--- src/rtl/mfe_led7seg_74hc595_scanner.sv ---
// mfe_led7seg_74hc595_scanner
// Refresh scheduler for an 8-digit 74HC595 seven-segment module. Keeps a
// shadow/active pair of digit frame buffers. Each active entry is decoded to a
// segment byte and offered as {seg, digit_onehot} to the shift-register
// controller over a vld/rdy handshake. After every accepted word the block
// waits a programmable dwell time before it loads the next digit.
// A commit copies shadow to active only at the start of a frame, so a
// displayed frame never mixes old and new contents.

module mfe_led7seg_74hc595_scanner #(
   parameter int NUM_DIGITS     = 8,
   parameter int DWELL_CYCLES   = 1000,
   parameter bit SEG_ACTIVE_LOW = 1'b1
) (
   input  logic        clk,
   input  logic        rst,
   input  logic        wr_en,
   input  logic [2:0]  wr_addr,
   input  logic [5:0]  wr_data,
   input  logic        commit,
   output logic        pending,
   output logic        frame_done,
   output logic [15:0] dat,
   output logic        vld,
   input  logic        rdy
);

   localparam int               CNT_W       = $clog2(DWELL_CYCLES + 1);
   localparam logic [CNT_W-1:0] CNT_LAST    = CNT_W'(DWELL_CYCLES - 1);
   localparam logic [2:0]       IDX_LAST    = 3'(NUM_DIGITS - 1);
   localparam logic [3:0]       NUM_D4      = 4'(NUM_DIGITS);
   localparam logic [5:0]       ENTRY_BLANK = 6'h20;

   typedef enum logic [1:0] {
      ST_LOAD  = 2'd0,
      ST_SEND  = 2'd1,
      ST_DWELL = 2'd2
   } state_t;

   // Entry layout: [3:0] hex value, [4] decimal point on, [5] blank digit.
   // The table is active-low with bit 7 as the decimal point.
   function automatic logic [7:0] seg_decode(input logic [5:0] entry);
      logic [7:0] seg;
      case (entry[3:0])
         4'h0:    seg = 8'hC0;
         4'h1:    seg = 8'hF9;
         4'h2:    seg = 8'hA4;
         4'h3:    seg = 8'hB0;
         4'h4:    seg = 8'h99;
         4'h5:    seg = 8'h92;
         4'h6:    seg = 8'h82;
         4'h7:    seg = 8'hF8;
         4'h8:    seg = 8'h80;
         4'h9:    seg = 8'h90;
         4'hA:    seg = 8'h88;
         4'hB:    seg = 8'h83;
         4'hC:    seg = 8'hC6;
         4'hD:    seg = 8'hA1;
         4'hE:    seg = 8'h86;
         4'hF:    seg = 8'h8E;
         default: seg = 8'hFF;
      endcase
      if (entry[4]) begin
         seg = seg & 8'h7F;
      end else begin
         seg = seg;
      end
      if (entry[5]) begin
         seg = 8'hFF;
      end else begin
         seg = seg;
      end
      if (SEG_ACTIVE_LOW) begin
         return seg;
      end else begin
         return ~seg;
      end
   endfunction

   logic [5:0]       shadow_r [8];
   logic [5:0]       active_r [8];
   state_t           state_r, state_s;
   logic [2:0]       idx_r, idx_s;
   logic [CNT_W-1:0] cnt_r, cnt_s;
   logic             vld_r, vld_s;
   logic [15:0]      dat_r, dat_s;
   logic             pending_r, pending_s;
   logic             frame_done_r, frame_done_s;
   logic             copy_s;
   logic [5:0]       entry_s;
   logic             wr_ok_s;

   assign wr_ok_s    = wr_en && ({1'b0, wr_addr} < NUM_D4);
   assign dat        = dat_r;
   assign vld        = vld_r;
   assign pending    = pending_r;
   assign frame_done = frame_done_r;

   // Next-state and next-output logic for the LOAD/SEND/DWELL scan sequence.
   always_comb begin
      state_s      = state_r;
      idx_s        = idx_r;
      cnt_s        = cnt_r;
      vld_s        = vld_r;
      dat_s        = dat_r;
      frame_done_s = 1'b0;
      copy_s       = 1'b0;
      entry_s      = active_r[idx_r];
      case (state_r)
         ST_LOAD: begin
            // The frame starts at digit 0. The copy happens on this edge, so
            // digit 0 is decoded straight from the shadow buffer.
            copy_s = (idx_r == 3'd0) && pending_r;
            if (copy_s) begin
               entry_s = shadow_r[idx_r];
            end else begin
               entry_s = active_r[idx_r];
            end
            dat_s   = {seg_decode(entry_s), 8'(8'd1 << idx_r)};
            vld_s   = 1'b1;
            state_s = ST_SEND;
         end
         ST_SEND: begin
            if (rdy) begin
               vld_s   = 1'b0;
               cnt_s   = {CNT_W{1'b0}};
               state_s = ST_DWELL;
            end else begin
               vld_s   = 1'b1;
            end
         end
         ST_DWELL: begin
            if (cnt_r == CNT_LAST) begin
               idx_s        = (idx_r == IDX_LAST) ? 3'd0 : idx_r + 3'd1;
               frame_done_s = (idx_r == IDX_LAST);
               state_s      = ST_LOAD;
            end else begin
               cnt_s = cnt_r + {{(CNT_W-1){1'b0}}, 1'b1};
            end
         end
         default: begin
            vld_s   = 1'b0;
            state_s = ST_LOAD;
         end
      endcase
      // A fresh commit on the copy edge re-arms the request for the next frame.
      if (commit) begin
         pending_s = 1'b1;
      end else if (copy_s) begin
         pending_s = 1'b0;
      end else begin
         pending_s = pending_r;
      end
   end

   // Scan state, counters and registered handshake outputs.
   always_ff @(posedge clk) begin
      if (rst) begin
         state_r      <= ST_LOAD;
         idx_r        <= 3'd0;
         cnt_r        <= {CNT_W{1'b0}};
         vld_r        <= 1'b0;
         dat_r        <= 16'h0000;
         pending_r    <= 1'b0;
         frame_done_r <= 1'b0;
      end else begin
         state_r      <= state_s;
         idx_r        <= idx_s;
         cnt_r        <= cnt_s;
         vld_r        <= vld_s;
         dat_r        <= dat_s;
         pending_r    <= pending_s;
         frame_done_r <= frame_done_s;
      end
   end

   // Shadow buffer: host writes land here and stay invisible until a commit.
   always_ff @(posedge clk) begin
      if (rst) begin
         for (int i = 0; i < 8; i++) begin
            shadow_r[i] <= ENTRY_BLANK;
         end
      end else if (wr_ok_s) begin
         shadow_r[wr_addr] <= wr_data;
      end
   end

   // Active buffer: the whole frame is replaced at once when a frame starts.
   always_ff @(posedge clk) begin
      if (rst) begin
         for (int i = 0; i < 8; i++) begin
            active_r[i] <= ENTRY_BLANK;
         end
      end else if (copy_s) begin
         for (int i = 0; i < 8; i++) begin
            active_r[i] <= shadow_r[i];
         end
      end
   end

endmodule

--- config.mk ---
export PLATFORM = sky130hd
export DESIGN_NAME = mfe_led7seg_74hc595_scanner
export DESIGN_NICKNAME = d
export VERILOG_FILES = /design/src/rtl/mfe_led7seg_74hc595_scanner.sv
export SDC_FILE = /design/constraint.sdc
export NUM_CORES = 1
export LEC_CHECK = 0
export CAP_MARGIN = 0
export CELL_PAD_IN_SITES_DETAIL_PLACEMENT = 1
export CELL_PAD_IN_SITES_GLOBAL_PLACEMENT = 2
export CORE_MARGIN = 4
export CORE_UTILIZATION = 47
export CTS_BUF_LIST = sky130_fd_sc_hd__clkbuf_4 sky130_fd_sc_hd__clkbuf_8
export DETAILED_ROUTE_END_ITERATION = 10
export PLACE_DENSITY = 0.95
export SETUP_SLACK_MARGIN = 0.1
export SYNTH_ARGS = -nofsm -noshare
export SYNTH_HDL_FRONTEND = slang
export SYNTH_SLANG_ARGS = --single-unit
export TNS_END_PERCENT = 5
--- constraint.sdc ---
create_clock -name clk -period 7.24 [get_ports clk]
set_input_delay 1.086 -clock clk [delete_from_list [all_inputs] [get_ports clk]]
set_output_delay 1.086 -clock clk [all_outputs]
set_load 0.005 [all_outputs]
==> results.cfg, run 1 <==
[run_status]
status = completed

[place]
dp_hpwl_mm = 9.64
dpl_cell_area_sq_mm = 0.00667
place_congestion = 0.765
numPortBuffers = 32
placed_cells = 658

[sta]
report.final.slew_viol_count = 0
finalCritPeriodShare_pct = 40.0
setup_violations = 0
fin_hold_ws_ns = 0.456
fmax_mhz = 346
min_period_ns = 2.89
rsz0062_at_grt = false
relSlewSlack_pct = 42.6
hold_violations = 0
skew_ns = 0.00950
setup_tns_ns = 0
worst_pin_slew_ns = 0.860

[yosys]
ys_seq_area_share_pct = 58.1
async_flop_share_pct = 0
synth_cell_types = 54
syn_inst = 473
synth_xor_area_share_pct = 1.12
synth_area_sq_mm = 0.00623
syn_nets = 500
synthMuxAreaShare_pct = 11.8
synth.avg_cell_area_sq_um = 13.2
synth_fa_ha_area_share_pct = 2.61
synth-seq-cells = 133
synth_top_cell_area_share_pct = 46.2
synth_compound_area_share_pct = 4.35
yosysWarnings = 0
yosys.area_share.simple_pct = 19.1
yosys_most_used_dff = edfxtp_1
synth_edf_count = 96
synth_top_family_by_area = simple AND/OR/NAND/NOR gates
synth_area_leader_cell = edfxtp_1
ys_top_cells_by_area = edfxtp_1, dfxtp_1, mux4_1

[final_layout]
layout.nets = 532
areaGrowthSynthToFinish_pct = 12.9
layout-drive-gt1-share_pct = 12.5
final_cells = 690
final_common_cell = edfxtp_1
final_area_sq_mm = 0.00704
final_cell_mix = edfxtp_1, and2_1, nor2_1
diodes = 0

[worst_hold_path]
hold_start = dat[1]$_SDFFE_PP0P_
holdPathEnd = dat[1]$_SDFFE_PP0P_
min_path_type = flip-flop to flip-flop
min_path_cells = 2

[clock_network]
cts_made_buffers = 17
cts_resized = 0
clockBufferDepth = 2
insertion_delay_ns = 0.46
cts.sinks = 133
cts_tree = built
h-tree-depth = 4
post-cts-setup-buffers = 0
hold_buffers = 0
cts-root-buf = clkbuf_8
clkTransAtPathRegs_ns = 0.07

[worst_setup_path]
worstPathCellList = inv_1, ha_1, nand3b_1, mux4_2, inv_1, ha_1, inv_1, mux2i_1, mux2i_1, a211oi_1
cp.required_ns = 7.60
crit_path_max_incr_delay_ns = 0.66
crit_fanout = 11
r2r_end = dat[11]$_SDFFE_PP0P_
reg2reg_setup_slack_ns = 4.35
end_kind = flip-flop
start_kind = flip-flop
crit_arrival_ns = 3.26
worst-setup-path-type = flip-flop to flip-flop
rr_worst_depth = 10
r2r-start = idx_r[0]$_SDFFE_PP0P_
cp_common_cell = inv_1
critPathSlowestCell = mux4_2

[power]
peakVddDrop_mv = 0.127
power_leakage_nw = 2.48
powerDensity_mw_per_mm2 = 228

[floorplan]
die-width_um = 123
die_y_um = 123
start_util_pct = 48.6
boundaryPins = 33
coreArea_sq_mm = 0.0128
die_area_sq_mm = 0.0152
num_rows = 41

[grt]
overflow = 0
grt_max_degree = 52
antenna_found_initial = 0
grt_pass1_wl_mm = 21.9
grt_use_total_pct = 19.5
grt_pass1_vias = 4092

[detailed_routing]
vias = 3822
first_pass_iters = 5
antenna_left = 0
avgRoutedWirePerCell_um = 19.4
drcViolationCount = 0
vias_per_cell = 5.54
first_iter_violations = 203
wirelength_mm = 13.4

[job]
maxCapViolCount = 0
## kinds of logic (layout without fill, tap and decap cells)
family | Yosys count | in the layout
buffers and inverters | 36 | 81
adder cells (fa/ha/maj) | 13 | 13
multiplexers | 33 | 33
AND/OR/NAND/NOR | 211 | 211
XOR/XNOR | 8 | 8
flip-flops | 133 | 133
AO/OA/AOI/OAI | 39 | 39
## state kept, by name, indices dropped and copies added, names as in the netlist, named ones only
register,count
shadow_r,48
state_r,2
frame_done,1
active_r,48
cnt_r,10
pending,1
vld,1
idx_r,3
dat,16
## synth_stat cells, types with 2 or more instances
cell type  instances
a211oi_1           4
a21o_1             2
a21oi_1           15
a311oi_1           5
a31oi_1            2
and2_1            70
and3_1             3
and3b_1            2
buf_12             2
buf_2              3
clkbuf_1          17
dfxtp_1           37
edfxtp_1          96
ha_1              13
inv_1             11
mux2i_1            4
mux4_1            17
mux4_2            10
nand2_1           22
nand2b_1          12
nand3_1            9
nand3b_1           3
nand4_1            5
nor2_1            38
nor2b_1           12
nor3_1             4
nor3b_1            5
nor4bb_1           2
o21a_1             2
or2_2             11
or3_1              6
xnor2_1            3
xor2_1             5
## metrics by stage
step	utilization [%]	setup WS [ns]	power, mW
finish	54.9	4.35	1.60
global route	54.9	4.08	1.68
detailed placement	52.0	4.06	1.05
floorplan	-	4.14	0.983
global placement	52.0	4.23	1.04
CTS	54.9	4.30	1.63
## how the worst max path moves through the flow
stage	startpoint	endpoint	cells past startpoint
after floorplan	rst	active_r[0][0]$_SDFFCE_PN0P_	3
after global placement	wr_en	shadow_r[0][2]$_SDFFCE_PN0P_	4
after detailed placement	wr_en	shadow_r[0][4]$_SDFFCE_PN0P_	4
after CTS	idx_r[0]$_SDFFE_PP0P_	dat[11]$_SDFFE_PP0P_	10
after global routing	idx_r[0]$_SDFFE_PP0P_	dat[11]$_SDFFE_PP0P_	10
final	idx_r[0]$_SDFFE_PP0P_	dat[11]$_SDFFE_PP0P_	10
## routing by layer
metal	wire, um	global-route usage [%]
met2	7000	33.6
met1	5690	23.6
met3	505	4.89
met4	218	7.06
met5	0	0
## final cells by class
cell class | instances | area [sq um]
Clock buffer | 20 | 256
Clock inverter | 12 | 109
Fill cell | 1297 | 5790
Inverter | 12 | 45.0
Multi-Input combinational cell | 304 | 2440
Sequential cell | 133 | 3620
Tap cell | 172 | 215
Timing Repair Buffer | 37 | 353
## where the power goes
| group | internal, mW | leakage (nW) | switching [mW] |
|---|---|---|---|
| sequential | 0.864 | 1.25 | 0.0237 |
| clock | 0.281 | 0.177 | 0.294 |
| combinational | 0.0646 | 1.05 | 0.0770 |
| total | 1.21 | 2.48 | 0.395 |
## worst max-delay path, delay by kind of cell, from the launching register on
family | cells | cell delay (ns)
AO/OA/AOI/OAI | 1 | 0.24
adder cells (fa/ha/maj) | 2 | 0.48
multiplexers | 3 | 0.90
buffers and inverters | 3 | 0.29
flip-flops | 1 | 0.41
AND/OR/NAND/NOR | 1 | 0.47
Power figures use the tool's default switching activity.
==> inputs of run 2 (changes only) <==
- CORE_UTILIZATION: 47 -> 44
- PLACE_DENSITY: 0.95 -> 0.92
- clock period: 7.24 -> 2.7 ns (I/O delays scaled with it)
==> run 2 against run 1 <==
  * Worst setup slack lost 4.2 ns
  * Sequential share of layout area is 2.8 points lower
  * Critical endpoint unchanged
  * Clock skew shrank 0.00080 ns
  * Register-to-register slack worse by 4.2 ns
  * Global-route usage decreased by 0.40 points
  * Die area increased by 6.4%
==> results.cfg, run 2 (synthesis gave the netlist of run 1 again) <==
[final_layout]
fillers = 1416
layout.nets = 566
diodes = 0
final_common_cell = edfxtp_1
final_cells = 731
final_area_sq_mm = 0.00746
regArea_sq_mm = 0.00363
layout-drive-gt1-share_pct = 20.7
final_cell_mix = edfxtp_1, and2_1, nor2_1
multiInputGateArea_sq_mm = 0.00247
areaGrowthSynthToFinish_pct = 19.6

[worst_hold_path]
min_path_cells = 2
min_path_type = input pin to flip-flop
hold_start = rst
holdPathEnd = active_r[6][5]$_SDFFCE_PP1P_

[clock_network]
cts-root-buf = clkbuf_8
h-tree-depth = 4
cts.sinks = 133
hold_buffers = 0
cts_made_buffers = 17
insertion_delay_ns = 0.45
clkTransAtPathRegs_ns = 0.08
clockBufferDepth = 2
cts_tree = built

[floorplan]
num_rows = 43
die_y_um = 127
boundaryPins = 33
start_util_pct = 44.9
coreArea_sq_mm = 0.0139
die-width_um = 127
die_area_sq_mm = 0.0161

[grt]
antenna_found_initial = 0
grt_pass1_vias = 4276
grt_max_degree = 49
grt_use_total_pct = 19.1
overflow = 0
grt_pass1_wl_mm = 23.3

[place]
dpl_cell_area_sq_mm = 0.00683
numPortBuffers = 32
place_congestion = 0.792
pre_cts_ws_ns = 0.0211
dp_hpwl_mm = 9.93
placed_cells = 682

[detailed_routing]
drcViolationCount = 0
first_iter_violations = 294
vias = 3936
avgRoutedWirePerCell_um = 20.1
wirelength_mm = 14.7
first_pass_iters = 4
antenna_left = 0
vias_per_cell = 5.38

[run_status]
status = completed

[sta]
worst_pin_slew_ns = 0.582
fin_hold_ws_ns = 0.297
setup_tns_ns = 0
report.final.slew_viol_count = 0
setup_violations = 0
fmax_mhz = 384
min_period_ns = 2.60
fin_ws_ns = 0.0986
finalCritPeriodShare_pct = 96.3
hold_violations = 0
skew_ns = 0.00869
rsz0062_at_grt = true
relSlewSlack_pct = 61.1

[power]
power_leakage_nw = 2.69
peakVddDrop_mv = 0.342
powerDensity_mw_per_mm2 = 620

[worst_setup_path]
rr_worst_depth = 8
end_kind = flip-flop
crit_arrival_ns = 2.92
reg2reg_setup_slack_ns = 0.1
cp.required_ns = 3.02
crit_fanout = 6
start_kind = flip-flop
worst-setup-path-type = flip-flop to flip-flop
r2r_end = dat[11]$_SDFFE_PP0P_

[job]
maxCapViolCount = 0
-- run 2: changes by cell type in the layout (fill, tap and decap cells not counted), moves of 3 or more --
cell	delta
buf_4	+27
buf_12	+3
ha_1	-3
clkbuf_4	-3
dfxtp_1	-3
bufinv_16	+3
-- run 2: worst max path at each step --
stage	to	from	slack [ns]
finish	dat[11]$_SDFFE_PP0P_	flip-flop	0.1
global route	dat[11]$_SDFFE_PP0P_	flip-flop	0.04
CTS	dat[11]$_SDFFE_PP0P_	flip-flop	0.11
detailed placement	dat[11]$_SDFFE_PP0P_	flip-flop	0.02
global placement	dat[11]$_SDFFE_PP0P_	flip-flop	0.15
floorplan	dat[11]$_SDFFE_PP0P_	flip-flop	0.12
-- run 2: cell type report --
class                           count  share of cell area [%]
Clock buffer                       17                    3.14
Multi-Input combinational cell    305                    33.1
Clock inverter                     14                    2.48
Sequential cell                   133                    48.7
Inverter                           12                   0.671
Tap cell                          180                    3.02
Timing Repair Buffer               70                    8.92
-- run 2: power breakdown --
group	total, mW	internal [mW]	switching (mW)
clock network	1.80	0.994	0.801
registers	2.38	2.31	0.0670
logic	0.447	0.216	0.231
total	4.62	3.53	1.10
-- run 2: metrics by stage --
stage	utilization (%)	power (mW)
floorplan	-	2.64
global placement	49.2	2.80
detailed placement	49.2	2.83
CTS	52.9	4.61
global route	53.7	4.80
finish	53.7	4.62
-- run 2: worst max-delay path: stages, from the launching register on --
cell      delay [ns]
dfxtp_4         0.38
buf_12          0.13
mux4_2          0.52
mux4_2          0.56
buf_6           0.15
ha_1            0.22
mux2_2          0.28
mux2i_1         0.14
a211oi_1        0.09
-- run 2: layer usage --
layer / up-vias / global-route usage (%) / share of wire [%]
met1: 1982 / 22.9 / 43
met3: 15 / 4.18 / 3.3
met5: - / 0 / 0
met4: 0 / 6.56 / 1.2
li1: 1862 / - / -
met2: 77 / 33.9 / 53
-- run 2: timing repair --
action	CTS	global route
resized for setup	6	15
buffers inserted	7	9
endpoints found under the setup margin	1	4
cloned	1	1
pin swaps	2	2
